`config.mk`:
```
export PLATFORM = sky130hd
export DESIGN_NAME = cr16_regfile_sb_flat
export DESIGN_NICKNAME = d
export VERILOG_FILES = /design/src/rtl/cr16_pkg.sv /design/src/rtl/cr16_regfile_sb_if.sv /design/src/rtl/cr16_regfile_sb_ld_dst_fifo.sv /design/src/rtl/cr16_regfile_sb.sv /design/src/flat_wrapper.sv
export SDC_FILE = /design/constraint.sdc
export NUM_CORES = 1
export LEC_CHECK = 0
export CAP_MARGIN = 20
export CORE_MARGIN = 5
export CORE_UTILIZATION = 38
export DETAILED_ROUTE_END_ITERATION = 6
export GPL_ROUTABILITY_DRIVEN = 0
export GPL_TIMING_DRIVEN = 0
export PLACE_DENSITY = 0.53
export SKIP_CTS_REPAIR_TIMING = 1
export SLEW_MARGIN = 20
export SYNTH_ARGS = -nofsm -noshare
export SYNTH_HDL_FRONTEND = slang
export SYNTH_SLANG_ARGS = --single-unit
```
`constraint.sdc`:
```
create_clock -name clk -period 9.8 [get_ports clk]
set_clock_uncertainty 0.05 [all_clocks]
set_input_delay 1.96 -clock clk [delete_from_list [all_inputs] [get_ports clk]]
set_output_delay 1.96 -clock clk [all_outputs]
set_load 0.02 [all_outputs]
```
`src/rtl/cr16_pkg.sv`:
```
// Shared definitions for the CR16 register file slice: default widths,
// register count, the register-index type and a constant clog2 helper.
package cr16_pkg;

   localparam int WIDTH_DEF   = 16;
   localparam int REGBITS_DEF = 4;
   localparam int NUM_REGS    = 1 << REGBITS_DEF;

   typedef logic [REGBITS_DEF-1:0] reg_idx_t;

   // Ceiling log2, usable in constant expressions; clog2(1) is 0.
   function automatic int clog2(input int value);
      int result = 0;
      for (int v = value - 1; v > 0; v = v >> 1) result++;
      return result;
   endfunction

endpackage

```
`src/rtl/cr16_regfile_sb_if.sv`:
```
// Bundle of decode, writeback, load-issue/return and read-port signals
// between the pipeline (master) and the register file (slave).
interface cr16_regfile_sb_if
   import cr16_pkg::*;
#(
   parameter int WIDTH   = WIDTH_DEF,
   parameter int REGBITS = REGBITS_DEF
);

   logic               wr_en;
   logic [REGBITS-1:0] wr_dst;
   logic [WIDTH-1:0]   wr_data;
   logic               jal_en;
   logic [REGBITS-1:0] jal_dst;
   logic [WIDTH-1:0]   jal_addr;
   logic               ld_issue;
   logic [REGBITS-1:0] ld_dst;
   logic               ld_ret_valid;
   logic [WIDTH-1:0]   ld_ret_data;
   logic [REGBITS-1:0] rd_a_sel;
   logic [REGBITS-1:0] rd_b_sel;
   logic [WIDTH-1:0]   rd_a_data;
   logic [WIDTH-1:0]   rd_b_data;
   logic               rd_a_busy;
   logic               rd_b_busy;
   logic               ld_full;
   logic               err;

   modport master (
      output wr_en, wr_dst, wr_data, jal_en, jal_dst, jal_addr,
             ld_issue, ld_dst, ld_ret_valid, ld_ret_data, rd_a_sel, rd_b_sel,
      input  rd_a_data, rd_b_data, rd_a_busy, rd_b_busy, ld_full, err
   );

   modport slave (
      input  wr_en, wr_dst, wr_data, jal_en, jal_dst, jal_addr,
             ld_issue, ld_dst, ld_ret_valid, ld_ret_data, rd_a_sel, rd_b_sel,
      output rd_a_data, rd_b_data, rd_a_busy, rd_b_busy, ld_full, err
   );

endinterface

```
`src/rtl/cr16_regfile_sb_ld_dst_fifo.sv`:
```
// In-order FIFO of outstanding load destinations. Circular buffer with
// wrapping pointers and an occupancy count; a push while full is accepted
// only when a pop happens in the same cycle.
module ld_dst_fifo
   import cr16_pkg::*;
#(
   parameter int LD_DEPTH = 4,
   parameter int REGBITS  = REGBITS_DEF
) (
   input  logic               clk,
   input  logic               reset,
   input  logic               push,
   input  logic               pop,
   input  logic [REGBITS-1:0] din,
   output logic [REGBITS-1:0] head,
   output logic               full,
   output logic               empty,
   output logic               err_push,
   output logic               err_pop
);

   localparam int PW = clog2(LD_DEPTH);
   localparam int CW = clog2(LD_DEPTH + 1);

   logic [REGBITS-1:0] mem [LD_DEPTH];
   logic [PW-1:0]      wr_ptr;
   logic [PW-1:0]      rd_ptr;
   logic [CW-1:0]      count;
   logic               push_ok;
   logic               pop_ok;

   assign full     = (count == CW'(LD_DEPTH));
   assign empty    = (count == '0);
   assign pop_ok   = pop && !empty;
   assign push_ok  = push && (!full || pop_ok);
   assign err_pop  = pop && empty;
   assign err_push = push && full && !pop_ok;
   assign head     = mem[rd_ptr];

   // Pointer and occupancy bookkeeping; pointers wrap since LD_DEPTH is a power of 2.
   // NOTE: sequential state uses non-blocking (<=) so every flop samples pre-edge values.
   always_ff @(posedge clk or posedge reset) begin
      if (reset) begin
         wr_ptr <= '0;
         rd_ptr <= '0;
         count  <= '0;
      end else begin
         if (push_ok) wr_ptr <= wr_ptr + PW'(1);
         if (pop_ok)  rd_ptr <= rd_ptr + PW'(1);
         case ({push_ok, pop_ok})
            2'b10:   count <= count + CW'(1);
            2'b01:   count <= count - CW'(1);
            default: count <= count;
         endcase
      end
   end

   // Destination storage.
   // NOTE: storage is not reset; occupancy gates every use, so stale slots are never observed.
   always_ff @(posedge clk) begin
      if (push_ok) mem[wr_ptr] <= din;
   end

endmodule

```
`src/rtl/cr16_regfile_sb.sv`:
```
// CR16 register file with load scoreboard. r0 reads as zero, ALU beats JAL,
// and ALU/JAL beat a same-register load return. Per-register counters track
// outstanding loads for hazard detection. Optional macro REGFILE_BYPASS_EN
// forwards same-cycle write data (ALU, then JAL, then load) to the read ports.
module cr16_regfile_sb
   import cr16_pkg::*;
#(
   parameter int WIDTH    = WIDTH_DEF,
   parameter int REGBITS  = REGBITS_DEF,
   parameter int LD_DEPTH = 4
) (
   input  logic              clk,
   input  logic              reset,
   cr16_regfile_sb_if.slave  bus
);

   localparam int NREGS = 1 << REGBITS;
   localparam int CW    = clog2(LD_DEPTH + 1);

   logic [WIDTH-1:0]   regs     [NREGS];
   logic [CW-1:0]      busy_cnt [NREGS];
   logic [NREGS-1:0]   inc_vec;
   logic [NREGS-1:0]   dec_vec;
   logic [REGBITS-1:0] head;
   logic               full;
   logic               empty;
   logic               err_push;
   logic               err_pop;
   logic               push_ok;
   logic               pop_ok;
   logic               err_q;
   logic               aj_en;
   logic [REGBITS-1:0] aj_dst;
   logic [WIDTH-1:0]   aj_data;
   logic [REGBITS-1:0] rd_sel  [2];
   logic [WIDTH-1:0]   rd_data [2];
   logic               rd_busy [2];

   ld_dst_fifo #(
      .LD_DEPTH (LD_DEPTH),
      .REGBITS  (REGBITS)
   ) u_fifo (
      .clk      (clk),
      .reset    (reset),
      .push     (bus.ld_issue),
      .pop      (bus.ld_ret_valid),
      .din      (bus.ld_dst),
      .head     (head),
      .full     (full),
      .empty    (empty),
      .err_push (err_push),
      .err_pop  (err_pop)
   );

   assign pop_ok  = bus.ld_ret_valid && !empty;
   assign push_ok = bus.ld_issue && !err_push;

   // ALU wins over JAL; the merged write then wins over a load return.
   assign aj_en   = bus.wr_en || bus.jal_en;
   assign aj_dst  = bus.wr_en ? bus.wr_dst  : bus.jal_dst;
   assign aj_data = bus.wr_en ? bus.wr_data : bus.jal_addr;

   // Per-register issue/retire strobes for the scoreboard.
   // NOTE: every always_comb output gets a default first so no latch is inferred.
   always_comb begin
      inc_vec = '0;
      dec_vec = '0;
      if (push_ok) inc_vec[bus.ld_dst] = 1'b1;
      if (pop_ok)  dec_vec[head]       = 1'b1;
   end

   // Register array writeback; r0 is never written.
   always_ff @(posedge clk or posedge reset) begin
      if (reset) begin
         for (int i = 0; i < NREGS; i++) regs[i] <= '0;
      end else begin
         for (int i = 1; i < NREGS; i++) begin
            if (aj_en && aj_dst == REGBITS'(i))     regs[i] <= aj_data;
            else if (pop_ok && head == REGBITS'(i)) regs[i] <= bus.ld_ret_data;
         end
      end
   end

   // Outstanding-load counters; simultaneous issue and retire cancel out.
   always_ff @(posedge clk or posedge reset) begin
      if (reset) begin
         for (int i = 0; i < NREGS; i++) busy_cnt[i] <= '0;
      end else begin
         for (int i = 0; i < NREGS; i++) begin
            if (inc_vec[i] && !dec_vec[i])      busy_cnt[i] <= busy_cnt[i] + CW'(1);
            else if (dec_vec[i] && !inc_vec[i]) busy_cnt[i] <= busy_cnt[i] - CW'(1);
         end
      end
   end

   // Sticky protocol error: overflowing issue or return with nothing pending.
   always_ff @(posedge clk or posedge reset) begin
      if (reset) err_q <= 1'b0;
      else       err_q <= err_q | err_push | err_pop;
   end

   assign rd_sel[0] = bus.rd_a_sel;
   assign rd_sel[1] = bus.rd_b_sel;

   // Combinational read ports, with optional same-cycle forwarding.
   always_comb begin
      for (int p = 0; p < 2; p++) begin
         rd_data[p] = '0;
         rd_busy[p] = 1'b0;
         if (rd_sel[p] != '0) begin
`ifdef REGFILE_BYPASS_EN
            if (aj_en && aj_dst == rd_sel[p])       rd_data[p] = aj_data;
            else if (pop_ok && head == rd_sel[p])   rd_data[p] = bus.ld_ret_data;
            else                                    rd_data[p] = regs[rd_sel[p]];
            rd_busy[p] = (busy_cnt[rd_sel[p]] != '0) &&
                         !(dec_vec[rd_sel[p]] && !inc_vec[rd_sel[p]] &&
                           busy_cnt[rd_sel[p]] == CW'(1));
`else
            rd_data[p] = regs[rd_sel[p]];
            rd_busy[p] = (busy_cnt[rd_sel[p]] != '0);
`endif
         end
      end
   end

   assign bus.rd_a_data = rd_data[0];
   assign bus.rd_b_data = rd_data[1];
   assign bus.rd_a_busy = rd_busy[0];
   assign bus.rd_b_busy = rd_busy[1];
   assign bus.ld_full   = full;
   assign bus.err       = err_q;

endmodule

```
`src/flat_wrapper.sv`:
```
// flat-port wrapper written by rule: the top's interface ports become plain ports
module cr16_regfile_sb_flat import cr16_pkg::*;
#(
   parameter int WIDTH    = WIDTH_DEF,
   parameter int REGBITS  = REGBITS_DEF,
   parameter int LD_DEPTH = 4
)
  (clk, reset, bus_wr_en, bus_wr_dst, bus_wr_data, bus_jal_en, bus_jal_dst, bus_jal_addr, bus_ld_issue, bus_ld_dst, bus_ld_ret_valid, bus_ld_ret_data, bus_rd_a_sel, bus_rd_b_sel, bus_rd_a_data, bus_rd_b_data, bus_rd_a_busy, bus_rd_b_busy, bus_ld_full, bus_err);
  cr16_regfile_sb_if #(.WIDTH(WIDTH), .REGBITS(REGBITS)) bus_i ();
  input  logic clk;
  input  logic reset;
  input wire logic [$bits(bus_i.wr_en)-1:0] bus_wr_en;
  input wire logic [$bits(bus_i.wr_dst)-1:0] bus_wr_dst;
  input wire logic [$bits(bus_i.wr_data)-1:0] bus_wr_data;
  input wire logic [$bits(bus_i.jal_en)-1:0] bus_jal_en;
  input wire logic [$bits(bus_i.jal_dst)-1:0] bus_jal_dst;
  input wire logic [$bits(bus_i.jal_addr)-1:0] bus_jal_addr;
  input wire logic [$bits(bus_i.ld_issue)-1:0] bus_ld_issue;
  input wire logic [$bits(bus_i.ld_dst)-1:0] bus_ld_dst;
  input wire logic [$bits(bus_i.ld_ret_valid)-1:0] bus_ld_ret_valid;
  input wire logic [$bits(bus_i.ld_ret_data)-1:0] bus_ld_ret_data;
  input wire logic [$bits(bus_i.rd_a_sel)-1:0] bus_rd_a_sel;
  input wire logic [$bits(bus_i.rd_b_sel)-1:0] bus_rd_b_sel;
  output wire logic [$bits(bus_i.rd_a_data)-1:0] bus_rd_a_data;
  output wire logic [$bits(bus_i.rd_b_data)-1:0] bus_rd_b_data;
  output wire logic [$bits(bus_i.rd_a_busy)-1:0] bus_rd_a_busy;
  output wire logic [$bits(bus_i.rd_b_busy)-1:0] bus_rd_b_busy;
  output wire logic [$bits(bus_i.ld_full)-1:0] bus_ld_full;
  output wire logic [$bits(bus_i.err)-1:0] bus_err;
  assign bus_i.wr_en = bus_wr_en;
  assign bus_i.wr_dst = bus_wr_dst;
  assign bus_i.wr_data = bus_wr_data;
  assign bus_i.jal_en = bus_jal_en;
  assign bus_i.jal_dst = bus_jal_dst;
  assign bus_i.jal_addr = bus_jal_addr;
  assign bus_i.ld_issue = bus_ld_issue;
  assign bus_i.ld_dst = bus_ld_dst;
  assign bus_i.ld_ret_valid = bus_ld_ret_valid;
  assign bus_i.ld_ret_data = bus_ld_ret_data;
  assign bus_i.rd_a_sel = bus_rd_a_sel;
  assign bus_i.rd_b_sel = bus_rd_b_sel;
  assign bus_rd_a_data = bus_i.rd_a_data;
  assign bus_rd_b_data = bus_i.rd_b_data;
  assign bus_rd_a_busy = bus_i.rd_a_busy;
  assign bus_rd_b_busy = bus_i.rd_b_busy;
  assign bus_ld_full = bus_i.ld_full;
  assign bus_err = bus_i.err;
  cr16_regfile_sb #(.WIDTH(WIDTH), .REGBITS(REGBITS), .LD_DEPTH(LD_DEPTH)) u_core (.clk(clk), .reset(reset), .bus(bus_i));
endmodule
```
==> metrics list, run 1 <==
* Area growth syn-to-layout: 17.6%
* Site row count: 83
- Nets: 2129
* Ant. Diodes: 0
* Starting Density: 38.2%
- Maximum clock frequency: 120 MHz
* Number of I/O port buffers: 104
- The portion of synthesized area spent on multiplexers is 17.2%.
* Power Density: 331 nW/um^2
* Slowest stage delay, CP: 920 ps
* Unrepaired setup endpoints after global routing: false
- Total clock buffers created by CTS: 40
* Maximum root-to-sink buffer count: 3
- At the worst endpoint, the required time is 7790 ps.
* Critical path endpoint category: primary output
- Root Buffer Master: sky130_fd_sc_hd__clkbuf_16
- At the later pin of the worst-skew pair, clock insertion delay measures 570 ps.
- For this run, the leading register cell type out of synthesis is sky130_fd_sc_hd__dfrtp_1.
- Counting stages on the worst path, the most repeated cell is sky130_fd_sc_hd__clkbuf_1.
- Hold depth: 1
- After synthesis, the largest family of logic cells by area is compound AO/OA/AOI/OAI gates.
- Core outline area: 51200 sq um
- Synthesis produced 1862 cells.
* Overall overflow remaining after global route: 0
* VDD IR-drop max: 0.000187 V
- The worst pin sits at a relative slew slack of 19.9%.
* Fraction of final layout cells with drive strength greater than 1: 15.9%
- Fill cell instance count of the final layout: 4860
* Number of remaining DRC errors: 0
* Via count: 19500
* Total wirelength of the detailed-routed design: 95700 um
* Post-CTS clock slew at the launch and capture registers of the worst setup and hold paths: 50 ps
- The final-report hold violation count came to 0.
* Result of the run: finished clean
- Summing the areas of all and, or, nand and nor instances in the mapped netlist gives 4.50% of the synthesized area.
- After routing, the total negative slack on setup checks comes to 0 ps.
- Tot GR Track Use: 33.0%
- In the final routed layout, each cell accounts on average for 35.1 um.
- The critical path goes through clkdlybuf4s50_1, clkbuf_1, clkbuf_1, clkbuf_1, a31oi_1, a32oi_1, clkdlybuf4s50_1.
- Die area: 56100 sq um
- Detailed router's first-iteration violation count: 3254
- In this run the vertical extent of the chip is 237 um.
- The clock tree synthesis step divided the H-tree into 2 levels.
- Global-route wire length before repair: 136000 um
* Antenna violations before repair: 3
- Half-perimeter wire length after placement: 71900 um
* Class of the most critical hold timing path: register to register
- Arrival time at the worst endpoint: 6330 ps
- Subtracting the final worst setup slack from the clock period gives 8340 ps.
- The slowest stage of the critical path is the sky130_fd_sc_hd__clkbuf_1 cell.
- Final-report max-slew violation count: 0
* I/O pin count: 110
* Static Leak: 8.68 nW
- Yosys warning total: 16
* Average cell area after synthesis: 10.5 sq um
* Number of nets still failing antenna checks after routing: 0
* Final instance area: 23000 sq um
* Complex-gate fraction of the synthesized area: 27.5%
- Summing the areas of all fa, ha and maj instances in the mapped netlist gives 2.92% of the synthesized area.
- The worst setup path is of the input port to primary output kind.
- Of all nets on the critical path, the largest fanout is 10.
* TritonCTS clock tree: yes
- Flip-flop and latch count after synthesis: 309
- The worst setup path is launched from an input port.
* Num Clock Sinks: 309
* Post-DP Area: 21700 sq um
* Number of nets in the synthesized netlist: 1972
- The via count of the first global-routing pass came to 18800.
* Via density per instance: 7.15
* Synth cell types: 58
- In this run, synthesis inferred 16 flip-flops with an integrated enable.
- At the pin with the least slew margin, the transition time is 1200 ps.
- Summed instance area of the synthesized netlist: 19600 sq um
- Number of violations of the max-capacitance limit: 0
- Final setup violating endpoints: 0
- Horizontal die dimension: 237 um
- Pin count of the biggest net entering global routing: 33
* Async SR Flop Fraction: 94.8%
- XOR/XNOR share of the synthesized area: 2.28%
- Share of synthesized area occupied by flip-flops and latches: 40.0%
- Counting cells, the worst reg-to-reg path comes to 11.
- The first TritonRoute pass finished after 7 iterations.
* Fraction of the cycle the final worst path needs: 85.1%
## cell type report
| cell class | instances | area [sq um] | area share [%] |
|---|---|---|---|
| multi-input cells | 1288 | 10700 | 46.5 |
| flip-flops and latches | 309 | 7810 | 34.0 |
| repair buffers | 115 | 1260 | 5.48 |
| clock buffers | 56 | 1130 | 4.92 |
| plain buffers | 239 | 1010 | 4.38 |
| well taps | 680 | 851 | 3.70 |
| clock inverters | 14 | 140 | 0.610 |
| inverters | 26 | 101 | 0.441 |
## synthesized netlist by cell type, types with 2 or more instances
cell type | n | share of area [%]
sky130_fd_sc_hd__nor4_1 | 11 | 0.35
sky130_fd_sc_hd__ha_1 | 20 | 1.3
sky130_fd_sc_hd__and2_1 | 5 | 0.16
sky130_fd_sc_hd__nor2_1 | 31 | 0.60
sky130_fd_sc_hd__o21ai_1 | 30 | 0.77
sky130_fd_sc_hd__nor4b_1 | 2 | 0.090
sky130_fd_sc_hd__mux4_2 | 101 | 12
sky130_fd_sc_hd__a221o_1 | 17 | 0.87
sky130_fd_sc_hd__a221oi_1 | 17 | 0.76
sky130_fd_sc_hd__o21ai_0 | 213 | 5.5
sky130_fd_sc_hd__buf_4 | 5 | 0.19
sky130_fd_sc_hd__nand2b_1 | 22 | 0.70
sky130_fd_sc_hd__a22o_1 | 7 | 0.31
sky130_fd_sc_hd__mux2i_1 | 29 | 1.5
sky130_fd_sc_hd__o31ai_1 | 7 | 0.27
sky130_fd_sc_hd__edfxtp_1 | 16 | 2.5
sky130_fd_sc_hd__nor3b_2 | 2 | 0.13
sky130_fd_sc_hd__a21oi_1 | 40 | 1.0
sky130_fd_sc_hd__nand2_1 | 37 | 0.71
sky130_fd_sc_hd__a31oi_1 | 242 | 7.7
sky130_fd_sc_hd__nor3_1 | 10 | 0.26
sky130_fd_sc_hd__buf_1 | 10 | 0.19
sky130_fd_sc_hd__or3_1 | 3 | 0.096
sky130_fd_sc_hd__xnor2_1 | 19 | 0.85
sky130_fd_sc_hd__fa_1 | 16 | 1.6
sky130_fd_sc_hd__mux2_2 | 71 | 4.1
sky130_fd_sc_hd__inv_1 | 25 | 0.48
sky130_fd_sc_hd__clkbuf_1 | 173 | 3.3
sky130_fd_sc_hd__nor2b_1 | 12 | 0.38
sky130_fd_sc_hd__nand3b_1 | 9 | 0.35
sky130_fd_sc_hd__a22oi_1 | 256 | 9.8
sky130_fd_sc_hd__dfrtp_1 | 293 | 37
sky130_fd_sc_hd__nand3_1 | 4 | 0.10
sky130_fd_sc_hd__buf_6 | 4 | 0.23
sky130_fd_sc_hd__buf_2 | 46 | 1.2
sky130_fd_sc_hd__xor2_1 | 32 | 1.4
sky130_fd_sc_hd__or3b_2 | 4 | 0.18
## metal layers
metal	vias to the layer above	GRT usage (%)	part of all wire, %
met4	4	20.0	8.0
met2	1745	46.4	41
li1	7664	-	-
met5	-	0	0.036
met3	373	11.8	14
met1	9713	43.6	37
## worst max-delay path: cells and delay by family
kind	cells	cell delay [ps]
AO/OA/AOI/OAI	2	570
buffers and inverters	5	3780
## power breakdown
| group | internal (mW) | switching [mW] |
|---|---|---|
| clock | 0.857 | 0.623 |
| sequential | 1.93 | 0.632 |
| combinational | 1.35 | 2.21 |
## layout by cell type (no fill, tap or decap), types with 7 or more instances in the layout
cell type,instances
sky130_fd_sc_hd__a21oi_1,40
sky130_fd_sc_hd__clkbuf_1,181
sky130_fd_sc_hd__edfxtp_1,16
sky130_fd_sc_hd__buf_12,9
sky130_fd_sc_hd__buf_1,9
sky130_fd_sc_hd__ha_1,20
sky130_fd_sc_hd__a22o_1,7
sky130_fd_sc_hd__nand2_1,37
sky130_fd_sc_hd__clkbuf_16,40
sky130_fd_sc_hd__dfrtp_1,293
sky130_fd_sc_hd__mux2_2,71
sky130_fd_sc_hd__a22oi_1,256
sky130_fd_sc_hd__o21ai_0,213
sky130_fd_sc_hd__o31ai_1,7
sky130_fd_sc_hd__nor2_1,31
sky130_fd_sc_hd__mux2i_1,17
sky130_fd_sc_hd__buf_2,47
sky130_fd_sc_hd__a221oi_1,17
sky130_fd_sc_hd__nor4_1,11
sky130_fd_sc_hd__inv_1,24
sky130_fd_sc_hd__clkdlybuf4s50_1,104
sky130_fd_sc_hd__nand3b_1,9
sky130_fd_sc_hd__fa_1,16
sky130_fd_sc_hd__nand2b_1,22
sky130_fd_sc_hd__clkinv_2,8
sky130_fd_sc_hd__mux2i_2,12
sky130_fd_sc_hd__clkbuf_8,7
sky130_fd_sc_hd__o21ai_1,30
sky130_fd_sc_hd__nor2b_1,12
sky130_fd_sc_hd__xnor2_1,19
sky130_fd_sc_hd__a221o_1,17
sky130_fd_sc_hd__a31oi_1,242
sky130_fd_sc_hd__mux4_2,101
sky130_fd_sc_hd__xor2_1,32
sky130_fd_sc_hd__nor3_1,10
## cell families (layout without fill, tap and decap cells)
logic type,Yosys count,in the layout
muxes,201,201
and+or+nand+nor,161,161
buffers and inverters,265,450
xor gates and xnor gates,51,51
DFF,309,309
AOI/OAI and AO/OA,839,839
adders and majority gates,36,36
## stage by stage
step                      utilization [%]  hold WS [ps]  cells  total power [mW]  setup WS, ps
after global routing                 44.9           438   2727              7.87          1600
after global placement               41.9           405   2646              5.86          1320
after CTS                            44.9           416   2727              7.44          1710
after floorplan                         -           385   1862              4.46          3900
after detailed placement             42.4           408   2657              5.96          1710
final                                44.9           410   2727              7.60          1460
## sequential cells by signal, summed over array words and instances, names as in the netlist
| name | count |
|---|---|
| u_core.u_fifo.wr_ptr | 2 |
| u_core.u_fifo.mem | 16 |
| u_core.bus.err | 1 |
| u_core.regs | 240 |
| u_core.busy_cnt | 45 |
| u_core.u_fifo.rd_ptr | 2 |
| u_core.u_fifo.count | 3 |
## path summary, 6_finish.rpt
check                                        startpoint                  end  slack, ps
min in group asynchronous                         reset     u_core.regs[133]       1730
worst min register to register      u_core.busy_cnt[41]  u_core.busy_cnt[41]        410
worst max register to register  u_core.u_fifo.rd_ptr[0]  u_core.busy_cnt[34]       6250
max in group asynchronous                         reset       u_core.regs[8]       6900
worst min-delay path                u_core.busy_cnt[41]  u_core.busy_cnt[41]        410
worst max-delay path                    bus_rd_a_sel[1]        bus_rd_a_busy       1460
Note: power is estimated with default switching activity, not from simulation.
==> inputs of run 2 (changes only) <==
- CTS_BUF_LIST: default -> sky130_fd_sc_hd__clkbuf_8
- SKIP_LAST_GASP: default -> 1
==> run 2 against run 1 <==
Net effect: the run now ends with DRC left; maximum frequency grew 0.47%; critical endpoint unchanged; combinational power is essentially flat; sequential power is essentially flat; register-to-register slack lost 120 ps; final area shrank 0.57%; critical path depth is the same; non-clock buffer count is the same.
==> metrics list, run 2 (synthesized netlist as in run 1, its figures left out) <==
- Transition time at the pin with the least slew margin: 1170 ps (was 1200 ps)
* Detailed router's first-iteration violation count: 3230 (was 3254)
- Unrepaired setup endpoints after global routing: false (unchanged)
- Commonest cells after routing, fill and taps aside: 293 x sky130_fd_sc_hd__dfrtp_1, 256 x sky130_fd_sc_hd__a22oi_1, 242 x sky130_fd_sc_hd__a31oi_1 (unchanged).
- Site row count: 83 (unchanged)
- The cell repeated most along the worst path is sky130_fd_sc_hd__clkbuf_1 (unchanged).
* Half-perimeter wire length after placement: 71900 um (unchanged)
- Ant. Diodes: 0 (unchanged)
- Critical path buffers and inverters: 5 (unchanged)
- Vias in the first global route: 18800 (about the same)
- The H-tree depth came to 2 (unchanged).
- I/O pin count: 110 (unchanged)
- The flip-flop count of the largest register after layout came to 240 (unchanged).
- The number of nets in the layout came to 2145 (was 2129).
- The setup slack after layout came to 1500 ps (was 1460 ps).
- Registers with the most flip-flops: u_core.regs x240, u_core.busy_cnt x45, u_core.u_fifo.mem x16 (unchanged)
* Data required, critical path: 7790 ps (about the same)
- Overall overflow remaining after global route: 0 (unchanged)
- The kind of critical path was input port to primary output (unchanged).
- Startpoint type of the worst setup path: input port (unchanged)
* Post-detailed-route wirelength per cell: 34.9 um (was 35.1 um)
* Static Leak: 8.69 nW (was 8.68 nW)
- The CTS root buffer was sky130_fd_sc_hd__clkbuf_8 (was sky130_fd_sc_hd__clkbuf_16).
- The met3 demand-to-capacity share in global routing was 11.5% (was 11.8%).
* Via count: 19500 (about the same)
- Most common cell after layout, fill and taps aside: sky130_fd_sc_hd__dfrtp_1 (unchanged)
- The remaining antenna violation count was 0 (unchanged).
- The dominant delay contributor by cell family on the critical path was buffers and inverters (unchanged).
- Fin. Hold Viols: 0 (unchanged)
- Pin count of the biggest net entering global routing: 33 (unchanged)
- The number of setup violations in the final report was 0 (unchanged).
- The launch point of the worst path is bus_rd_a_sel[1] (unchanged).
- The all-layer global routing usage is 33.1% (was 33.0%).
- The minimum clock period came to 8300 ps (was 8340 ps).
- The highest ir drop seen on vdd is 0.000129 V (was 0.000187 V).
* Worst reg2reg setup slack: 6130 ps (was 6250 ps)
- Total clock buffers created by CTS: 56 (was 40)
- Class of the most critical hold timing path: register to register (unchanged)
- Critical path endpoint category: primary output (unchanged)
* Critical-path top delay cell: sky130_fd_sc_hd__clkbuf_1 (unchanged)
- Horizontal die dimension: 237 um (unchanged)
- The max-slew violation count came to 0 (unchanged).
- Logic depth of the worst path, buffers included: 7 (unchanged)
- Antenna violations before repair: 2 (was 3)
- Area growth syn-to-layout: 16.9% (was 17.6%)
- Gr busiest metal: met2 (unchanged)
- Maximum clock frequency: 121 MHz (was 120 MHz)
- The final routed DRC violation total was 5 (was 0).
- The share of final-layout standard cells stronger than drive strength 1 was 16.6% (was 15.9%).
* Post-CTS clock slew at the launch and capture registers of the worst setup and hold paths: 60 ps (was 50 ps)
- Reg2reg start: u_core.u_fifo.rd_ptr[0] (unchanged)
- The number of max-cap violations is 0 (unchanged).
- The register area is 7810 sq um (unchanged).
- Multi-input combinational cell area: 10700 sq um (unchanged)
- The share of the clock period used by the worst path is 84.7% (was 85.1%).
- The filler cell count came to 4912 (was 4860).
- The maximum buffer depth of the clock tree came to 3 (unchanged).
- Violated checks: DRC
- Drt first pass iters: 7 (unchanged)
- The total number of clock tree sinks is 309 (unchanged).
* Core outline area: 51200 sq um (unchanged)
* TritonCTS clock tree: yes (unchanged)
- Arrival time at the worst endpoint: 6290 ps (was 6330 ps)
- Die Height: 237 um (unchanged)
* Power Density: 325 nW/um^2 (was 331 nW/um^2)
* Via density per instance: 7.08 (was 7.15)
- GRT met2 Usage: 47.0% (was 46.4%)
- The largest fanout on the critical path was 10 (unchanged).
* Endpoint of the most critical register-to-register path: u_core.busy_cnt[43] (was u_core.busy_cnt[34])
* Worst slew margin relative to its limit: 22.3% (was 19.9%)
* Met1 GRT Util: 43.7% (was 43.6%)
- Result of the run: complete, but fails checks (was finished clean)
* Critical Path Sink: bus_rd_a_busy (unchanged)
- Starting Density: 38.2% (unchanged)
- The final total negative setup slack is 0 ps (unchanged).
- Worst path cell trace: clkdlybuf4s50_1, clkbuf_1, clkbuf_1, clkbuf_1, a31oi_1, a32oi_1, clkdlybuf4s50_1 (unchanged).
* Global-route wire length before repair: 136000 um (about the same)
* Setup WS pre-CTS: 1710 ps (unchanged)
- Later-pin clock latency in the skew report: 680 ps (was 570 ps)
- Slowest stage delay, CP: 920 ps (about the same)
- Biggest register: u_core.regs (unchanged)
- The final routed wirelength across all metal layers was 96300 um (was 95700 um).
- Number of I/O port buffers: 104 (unchanged)
* Number of cells on the worst reg-to-reg path: 10 (was 11)
- Die area: 56100 sq um (unchanged)
## run 2: changes by cell type in the layout (fill, tap and decap cells not counted)
cell and delta:
sky130_fd_sc_hd__clkbuf_1 -9, sky130_fd_sc_hd__clkbuf_16 -40, sky130_fd_sc_hd__clkbuf_8 +63, sky130_fd_sc_hd__clkinv_1 +4, sky130_fd_sc_hd__clkinv_2 -2, sky130_fd_sc_hd__clkinv_8 -1, sky130_fd_sc_hd__inv_1 +15, sky130_fd_sc_hd__inv_6 -1
## run 2: metal layers
| layer | part of all wire (%) | up-vias | wire, um |
|---|---|---|---|
| met5 | 0.015 | - | 14 |
| met4 | 7.7 | 2 | 7380 |
| met3 | 14 | 343 | 13100 |
| met2 | 41 | 1713 | 39800 |
| met1 | 37 | 9763 | 36100 |
| li1 | - | 7695 | - |
## run 2: worst min path at each step
stage	start	end	slack (ps)	cells past startpoint
2_1_floorplan	u_core.busy_cnt[41]	u_core.busy_cnt[41]	390	1
3_3_place_gp	u_core.busy_cnt[41]	u_core.busy_cnt[41]	410	1
3_5_place_dp	u_core.busy_cnt[41]	u_core.busy_cnt[41]	410	1
4_1_cts	u_core.busy_cnt[41]	u_core.busy_cnt[41]	420	1
5_1_grt	u_core.busy_cnt[2]	u_core.busy_cnt[2]	440	1
6_report	u_core.busy_cnt[41]	u_core.busy_cnt[41]	410	1
## run 2: cell type report
class / instances / area share, %
Clock buffer: 70 / 4.22
Sequential cell: 309 / 34.2
Tap cell: 680 / 3.72
Clock inverter: 29 / 0.772
Buffer: 239 / 4.41
Inverter: 26 / 0.443
Multi-Input combinational cell: 1288 / 46.7
Timing Repair Buffer: 115 / 5.51
## run 2: stage by stage
step / util [%] / power (mW) / std cells / cell area, sq um / hold WS, ps
6_report: 44.6 / 7.44 / 2756 / 22900 / 409
5_1_grt: 44.6 / 7.69 / 2756 / 22900 / 438
4_1_cts: 44.6 / 7.26 / 2756 / 22800 / 417
3_5_place_dp: 42.4 / 5.96 / 2657 / 21700 / 408
3_3_place_gp: 41.9 / 5.86 / 2646 / 21500 / 405
2_1_floorplan: - / 4.46 / 1862 / 19600 / 385
## run 2: worst register-to-register path, delay by kind of cell (launching register included)
kind / cells / cell delay (ps)
buffers and inverters: 4 / 880
flip-flops: 1 / 330
multiplexers: 2 / 870
AND/OR/NAND/NOR: 2 / 730
adder cells (fa/ha/maj): 2 / 670
## run 2: power by group
group	leakage, nW	switching (mW)	internal, mW
clock	0.641	0.621	0.690
sequential	3.59	0.635	1.93
combinational	4.46	2.21	1.35
==> inputs of run 3 (changes only) <==
- clock period: 9.8 -> 7.5 ns (I/O delays scaled with it)
==> results of run 3 <==
Same layout as run 2 (identical final DEF). Status: complete, but fails checks: DRC.
Main changes from that run: setup slack after placement 1710 ps -> 331 ps; setup slack after layout 1500 ps -> 123 ps; register-to-register setup slack 6130 ps -> 3830 ps; total power 7.44 mW -> 9.72 mW; worst IR drop on VDD 0.000129 V -> 0.000169 V
